**src/rtl/vector_mem_ctrl.sv**
```systemverilog
// Vector load/store controller between the word-wide data memory and the
// 4 x VLEN vector register file. One command in flight at a time.
module vector_mem_ctrl #(
  parameter int unsigned ADDR_W = 16,
  parameter int unsigned VLEN   = 512,
  parameter int unsigned WORD_W = 32
) (
  input  logic              clk,
  input  logic              reset,
  input  logic              cmd_valid,
  output logic              cmd_ready,
  input  logic              cmd_store,
  input  logic [1:0]        cmd_reg,
  input  logic [ADDR_W-1:0] cmd_addr,
  output logic              busy,
  output logic              done,
  output logic [ADDR_W-1:0] mem_addr,
  output logic              mem_re,
  output logic              mem_we,
  output logic [WORD_W-1:0] mem_wdata,
  input  logic [WORD_W-1:0] mem_rdata,
  output logic              rf_load,
  output logic [1:0]        rf_load_addr,
  output logic [VLEN-1:0]   rf_load_data,
  output logic              rf_store,
  output logic [1:0]        rf_store_addr,
  input  logic [VLEN-1:0]   rf_store_data
);

  localparam int unsigned BEATS = VLEN / WORD_W;
  localparam int unsigned CNT_W = (BEATS > 1) ? $clog2(BEATS) : 1;

  typedef enum logic [2:0] {
    IDLE, LD_RD, LD_DRAIN, LD_WB, ST_RF, ST_CAP, ST_WR, DONE
  } state_t;

  state_t                          state, state_next;
  logic [CNT_W-1:0]                cnt;
  logic [1:0]                      reg_q;
  logic [ADDR_W-1:0]               base_q;
  logic [BEATS-1:0][WORD_W-1:0]    buf_q;
  logic                            rd_vld_q;
  logic [CNT_W-1:0]                rd_idx_q;
  logic                            accept;
  logic                            last_beat;
  logic [ADDR_W-1:0]               beat_addr;

  // Ready is combinational on reset so no command slips in during reset.
  assign cmd_ready    = (state == IDLE) && !reset;
  assign accept       = cmd_valid && cmd_ready;
  assign last_beat    = (cnt == CNT_W'(BEATS - 1));
  assign beat_addr    = base_q + ADDR_W'(cnt);
  assign rf_load_data = buf_q;

  // State register.
  always_ff @(posedge clk) begin
    if (reset) state <= IDLE;
    else       state <= state_next;
  end

  // Next-state and strobe decode; strobes and bus values depend only on state.
  always_comb begin
    state_next    = state;
    busy          = (state != IDLE);
    done          = 1'b0;
    mem_re        = 1'b0;
    mem_we        = 1'b0;
    mem_addr      = '0;
    mem_wdata     = '0;
    rf_load       = 1'b0;
    rf_load_addr  = '0;
    rf_store      = 1'b0;
    rf_store_addr = '0;
    case (state)
      IDLE: begin
        if (accept) state_next = cmd_store ? ST_RF : LD_RD;
      end
      LD_RD: begin
        mem_re   = 1'b1;
        mem_addr = beat_addr;
        if (last_beat) state_next = LD_DRAIN;
      end
      LD_DRAIN: state_next = LD_WB;
      LD_WB: begin
        rf_load      = 1'b1;
        rf_load_addr = reg_q;
        done         = 1'b1;
        state_next   = IDLE;
      end
      ST_RF: begin
        rf_store      = 1'b1;
        rf_store_addr = reg_q;
        state_next    = ST_CAP;
      end
      ST_CAP: state_next = ST_WR;
      ST_WR: begin
        mem_we    = 1'b1;
        mem_addr  = beat_addr;
        mem_wdata = buf_q[cnt];
        if (last_beat) state_next = DONE;
      end
      DONE: begin
        done       = 1'b1;
        state_next = IDLE;
      end
      default: state_next = IDLE;
    endcase
  end

  // Command latch, beat counter and vector buffer. Read data returns one
  // cycle after the strobe, so the beat index is delayed alongside it.
  always_ff @(posedge clk) begin
    if (reset) begin
      cnt      <= '0;
      reg_q    <= '0;
      base_q   <= '0;
      buf_q    <= '0;
      rd_vld_q <= 1'b0;
      rd_idx_q <= '0;
    end else begin
      if (accept) begin
        reg_q  <= cmd_reg;
        base_q <= cmd_addr;
        cnt    <= '0;
      end else if (state == LD_RD || state == ST_WR) begin
        cnt <= cnt + CNT_W'(1);
      end
      rd_vld_q <= (state == LD_RD);
      rd_idx_q <= cnt;
      if (rd_vld_q)        buf_q[rd_idx_q] <= mem_rdata;
      if (state == ST_CAP) buf_q           <= rf_store_data;
    end
  end

endmodule
```
**config.mk**
```make
export PLATFORM = sky130hd
export DESIGN_NAME = vector_mem_ctrl
export DESIGN_NICKNAME = d
export VERILOG_FILES = /design/src/rtl/vector_mem_ctrl.sv
export SDC_FILE = /design/constraint.sdc
export NUM_CORES = 1
export LEC_CHECK = 0
export BUFFER_PORTS_ARGS = -buffer_cell sky130_fd_sc_hd__buf_2
export CAP_MARGIN = 20
export CORE_AREA = 2 2 449 451
export DETAILED_ROUTE_END_ITERATION = 8
export DIE_AREA = 0 0 451 453
export RECOVER_POWER = 100
export SLEW_MARGIN = 20
export SYNTH_ARGS = -nofsm -noshare
export SYNTH_HDL_FRONTEND = slang
export SYNTH_SLANG_ARGS = --single-unit
```
**constraint.sdc**
```tcl
create_clock -name clk -period 3.95 [get_ports clk]
set_input_delay 0.395 -clock clk [delete_from_list [all_inputs] [get_ports clk]]
set_output_delay 0.395 -clock clk [all_outputs]
set_load 0.02 [all_outputs]
```
==> impl_metrics.prom <==
# TYPE chip_impl_metric gauge
chip_impl_info{name="run_status",value="finished, violations left"} 1
chip_impl_info{name="violations",value="capacitance limit, slew limit"} 1
chip_impl_metric{name="p_seq_frac",unit=""} 0.357
chip_impl_metric{name="die-area",unit="µm²"} 204000
chip_impl_metric{name="final_core_utilization",unit=""} 0.219
chip_impl_metric{name="ctsHtreeMaxLevel",unit=""} 3
chip_impl_metric{name="drt_first_pass_iters",unit=""} 5
chip_impl_metric{name="power.share.clock",unit=""} 0.463
chip_impl_metric{name="top_level_ports",unit=""} 1137
chip_impl_metric{name="synth_area_per_cell",unit="µm²"} 8.71
chip_impl_metric{name="port_buffers",unit=""} 1136
chip_impl_info{name="path_type_of_the_worst_min_delay_path",value="input port to flip-flop"} 1
chip_impl_metric{name="tns",unit="ns"} 0
chip_impl_metric{name="rows",unit=""} 164
chip_impl_metric{name="powerDensity",unit="nW/µm²"} 405
chip_impl_metric{name="gr-total-overflow",unit=""} 0
chip_impl_metric{name="max_stage_delay",unit="ns"} 0.66
chip_impl_metric{name="first_global_vias",unit=""} 32600
chip_impl_metric{name="synth_sequential_area_ratio",unit=""} 0.389
chip_impl_metric{name="grt_pass1_wl",unit="mm"} 313
chip_impl_info{name="end_kind",value="primary output"} 1
chip_impl_metric{name="count_of_cell_types_in_the_netlist",unit=""} 43
chip_impl_metric{name="ys_seq_elements",unit=""} 542
chip_impl_metric{name="die-width",unit="µm"} 451
chip_impl_metric{name="vias_per_cell",unit=""} 4.80
chip_impl_metric{name="number_of_maximum_capacitance_violations",unit=""} 5
chip_impl_metric{name="netlist_area_before_placement",unit="µm²"} 27900
chip_impl_metric{name="dp_worst_setup_slack",unit="ns"} 0.843
chip_impl_metric{name="final_layout_size_suffix_gt1_frac",unit=""} 0.205
chip_impl_metric{name="antenna_found_initial",unit=""} 104
chip_impl_info{name="worst_path_max_delay_cell",value="dfxtp_2"} 1
chip_impl_metric{name="area_growth_from_synthesis_to_layout",unit="%"} 55.9
chip_impl_metric{name="cts_buffers",unit=""} 78
chip_impl_metric{name="fin_skew",unit="ns"} 0.0601
chip_impl_metric{name="final.min_clock_period",unit="ns"} 3.79
chip_impl_metric{name="postLayoutSetupSlackWorst",unit="ns"} 0.157
chip_impl_metric{name="nets",unit=""} 5181
chip_impl_metric{name="vias",unit=""} 35500
chip_impl_metric{name="sw_frac_of_total",unit=""} 0.328
chip_impl_metric{name="post_cts_buffers",unit=""} 0
chip_impl_metric{name="worst-path-max-fanout",unit=""} 25
chip_impl_metric{name="static-leakage-power",unit="µW"} 0.0162
chip_impl_metric{name="post_cts_resized",unit=""} 0
chip_impl_metric{name="syn-num-nets",unit=""} 3778
chip_impl_metric{name="detail_route.drc_violations",unit=""} 0
chip_impl_metric{name="detail_route.iter0.violations",unit=""} 4268
chip_impl_metric{name="dieHeight",unit="µm"} 453
chip_impl_metric{name="place.gp.congestion",unit=""} 0.992
chip_impl_metric{name="initial_core_util",unit=""} 0.140
chip_impl_metric{name="cts.clk_slew.worst_paths",unit="ns"} 0.06
chip_impl_metric{name="fmax",unit="MHz"} 264
chip_impl_metric{name="clock-sinks",unit=""} 542
chip_impl_metric{name="core_region_area",unit="µm²"} 199000
chip_impl_metric{name="tightest_slew",unit="ns"} 2.31
chip_impl_metric{name="globalRouteTotalUtil",unit=""} 0.225
chip_impl_metric{name="finish.cell_count_without_fillers",unit=""} 7388
chip_impl_metric{name="setup_viol",unit=""} 0
chip_impl_info{name="timing_worst_setup_path_type",value="flip-flop to primary output"} 1
chip_impl_info{name="critical_path.cell_chain",value="buf_12 -> buf_6 -> mux4_2 -> a22oi_1 -> nand2_1 -> clkbuf_2"} 1
chip_impl_metric{name="clock_latency",unit="ns"} 0.72
chip_impl_info{name="tritoncts",value="built"} 1
chip_impl_metric{name="worst_ir_drop_vdd",unit="V"} 0.000327
chip_impl_metric{name="timing_max_transition_violations_final",unit=""} 455
chip_impl_info{name="cp-start-kind",value="flip-flop"} 1
chip_impl_metric{name="grt_util_met3",unit=""} 0.0585
chip_impl_metric{name="timing.final.hold_violations",unit=""} 0
chip_impl_metric{name="worst_ep_required_time",unit="ns"} 3.56
chip_impl_metric{name="power.internal",unit="µW"} 11900
chip_impl_metric{name="route.antenna.remaining_nets",unit=""} 0
chip_impl_metric{name="grt_start_max_net_pins",unit=""} 175
chip_impl_metric{name="fin_crit_sh",unit=""} 0.960
chip_impl_metric{name="power.share.combinational",unit=""} 0.180
chip_impl_info{name="clock-root-buffer",value="clkbuf_16"} 1
chip_impl_metric{name="layout.filler_cells",unit=""} 22200
chip_impl_metric{name="totalWireLength",unit="mm"} 244
chip_impl_info{name="grt_setup_unrepaired",value="no"} 1
chip_impl_metric{name="data_arrival_at_the_endpoint_of_the_critical_path",unit="ns"} 3.40
chip_impl_metric{name="synth_warnings",unit=""} 0
chip_impl_metric{name="dp_hpwl",unit="mm"} 187
chip_impl_metric{name="power.net_switching",unit="µW"} 5780
chip_impl_metric{name="rel_slew_slack",unit=""} -0.539
chip_impl_info{name="grt-busiest-layer",value="met2"} 1
chip_impl_metric{name="detail_route.wl_per_cell",unit="µm"} 33.0
chip_impl_metric{name="placedCellCount",unit=""} 6697
chip_impl_metric{name="clock_path_buffers",unit=""} 3
chip_impl_metric{name="groute.layer.met1.usage",unit=""} 0.290
chip_impl_metric{name="count_of_mapped_cells_out_of_synthesis",unit=""} 3206
chip_impl_metric{name="grtUsageMet2",unit=""} 0.339
what timing repair did:
item,CTS,global route
hold endpoints to repair,487,0
hold buffers,488,0
setup endpoints to repair,0,0
kinds of logic (layout without fill, tap and decap cells):
| logic type | after synthesis | in the layout | share of synthesized area |
|---|---|---|---|
| DFF | 542 | 542 | 0.389 |
| other | 0 | 57 | 0 |
| buffers and inverters | 389 | 1858 | 0.0566 |
| AOI/OAI and AO/OA | 899 | 899 | 0.228 |
| and+or+nand+nor | 1041 | 1041 | 0.149 |
| adders and majority gates | 6 | 6 | 0.00296 |
| xor gates and xnor gates | 7 | 7 | 0.00220 |
| muxes | 322 | 322 | 0.173 |
metal layers:
layer	vias up	share of wire
met3	472	0.093
met5	-	0.0010
met1	17900	0.41
li1	14800	-
met4	40	0.069
met2	2310	0.43
flip-flops by register name, summed over array words and instances (netlist names):
name	count
base_q	16
cnt	4
rd_idx_q	4
rd_vld_q	1
reg_q	2
rf_load_data	512
state	3
through the flow:
step	hold WS (ns)	area, µm²	total power (µW)
CTS	0.00178	44200	17900
global route	0.0292	43400	18200
finish	0.0834	43500	17600
detailed placement	0.475	36400	9170
global placement	0.475	36400	9160
floorplan	0.453	27900	7530
Yosys cell counts (all sizes together):
library cell	number	area (µm²)
dfxtp	542	10900
nor2	541	2030
nand2	394	1480
a311oi	320	2800
o21ai	300	1500
clkbuf	292	1100
a211oi	194	1460
mux2i	194	1940
mux4	128	2880
buf	88	450
a22oi	63	473
nand3	38	190
nand3b	19	143
a21oi	14	70.1
or3	11	68.8
inv	9	33.8
nor3	8	40.0
and2	6	37.5
nor2b	6	37.5
xnor2	6	52.6
ha	5	62.6
nand2b	5	31.3
o31ai	4	30.0
and3	3	18.8
a21o	2	15.0
and4	2	17.5
nand4	2	12.5
nor3b	2	20.0
a221oi	1	8.76
a32oi	1	8.76
fa	1	20.0
nand4b	1	8.76
nor4	1	6.26
or3b	1	8.76
or4	1	7.51
xor2	1	8.76
cell type report:
class                      instances  area [µm²]  share of cell area
antenna                           57         143             0.00328
clock buffer                      98        2170              0.0498
clock inverter                    48         729              0.0168
inverter                           9        33.8            0.000776
multi-input combinational       2275       15600               0.359
sequential                       542       10900               0.249
tap                             2656        3320              0.0763
timing repair buffer            1703       10600               0.244
path summary, 6_finish.rpt:
kind,slack [ns],endpoint,cells after the start,from
setup / recovery,0.16,mem_wdata[13],6,cnt[1]
hold / removal,0.08,rf_load_data[189],3,rf_store_data[189]
setup reg to reg,0.32,rf_load_data[439],5,state[1]
hold reg to reg,0.49,base_q[2],2,base_q[2]
worst max-delay path, delay by kind of cell, from the launching register on:
kind | cells | cell delay, ns
buffers and inverters | 3 | 0.78
multiplexers | 1 | 0.43
AND/OR/NAND/NOR | 1 | 0.21
AO/OA/AOI/OAI | 1 | 0.49
flip-flops | 1 | 0.66
placed cells by master (no fill, tap or decap), types with 15 or more instances in the layout:
master	instances
diode_2	57
clkbuf_2	17
dlygate4sd3_1	488
nand3b_1	19
dfxtp_1	540
o21ai_0	290
buf_2	579
a311oi_1	320
clkbuf_1	561
mux4_2	128
mux2i_1	194
a211oi_1	194
buf_4	44
nor2_1	529
nand3_1	37
clkbuf_16	79
buf_12	15
a22oi_1	63
nand2_1	391
power groups by stage:
stage | registers (µW) | logic (µW) | clock network, µW
after global placement | 6380 | 2780 | 0
after global routing | 6290 | 3330 | 8540
final | 6290 | 3180 | 8170
after floorplan | 6420 | 1110 | 0
after CTS | 6260 | 3260 | 8360
after detailed placement | 6370 | 2800 | 0
(Power assumes the default switching activity.)
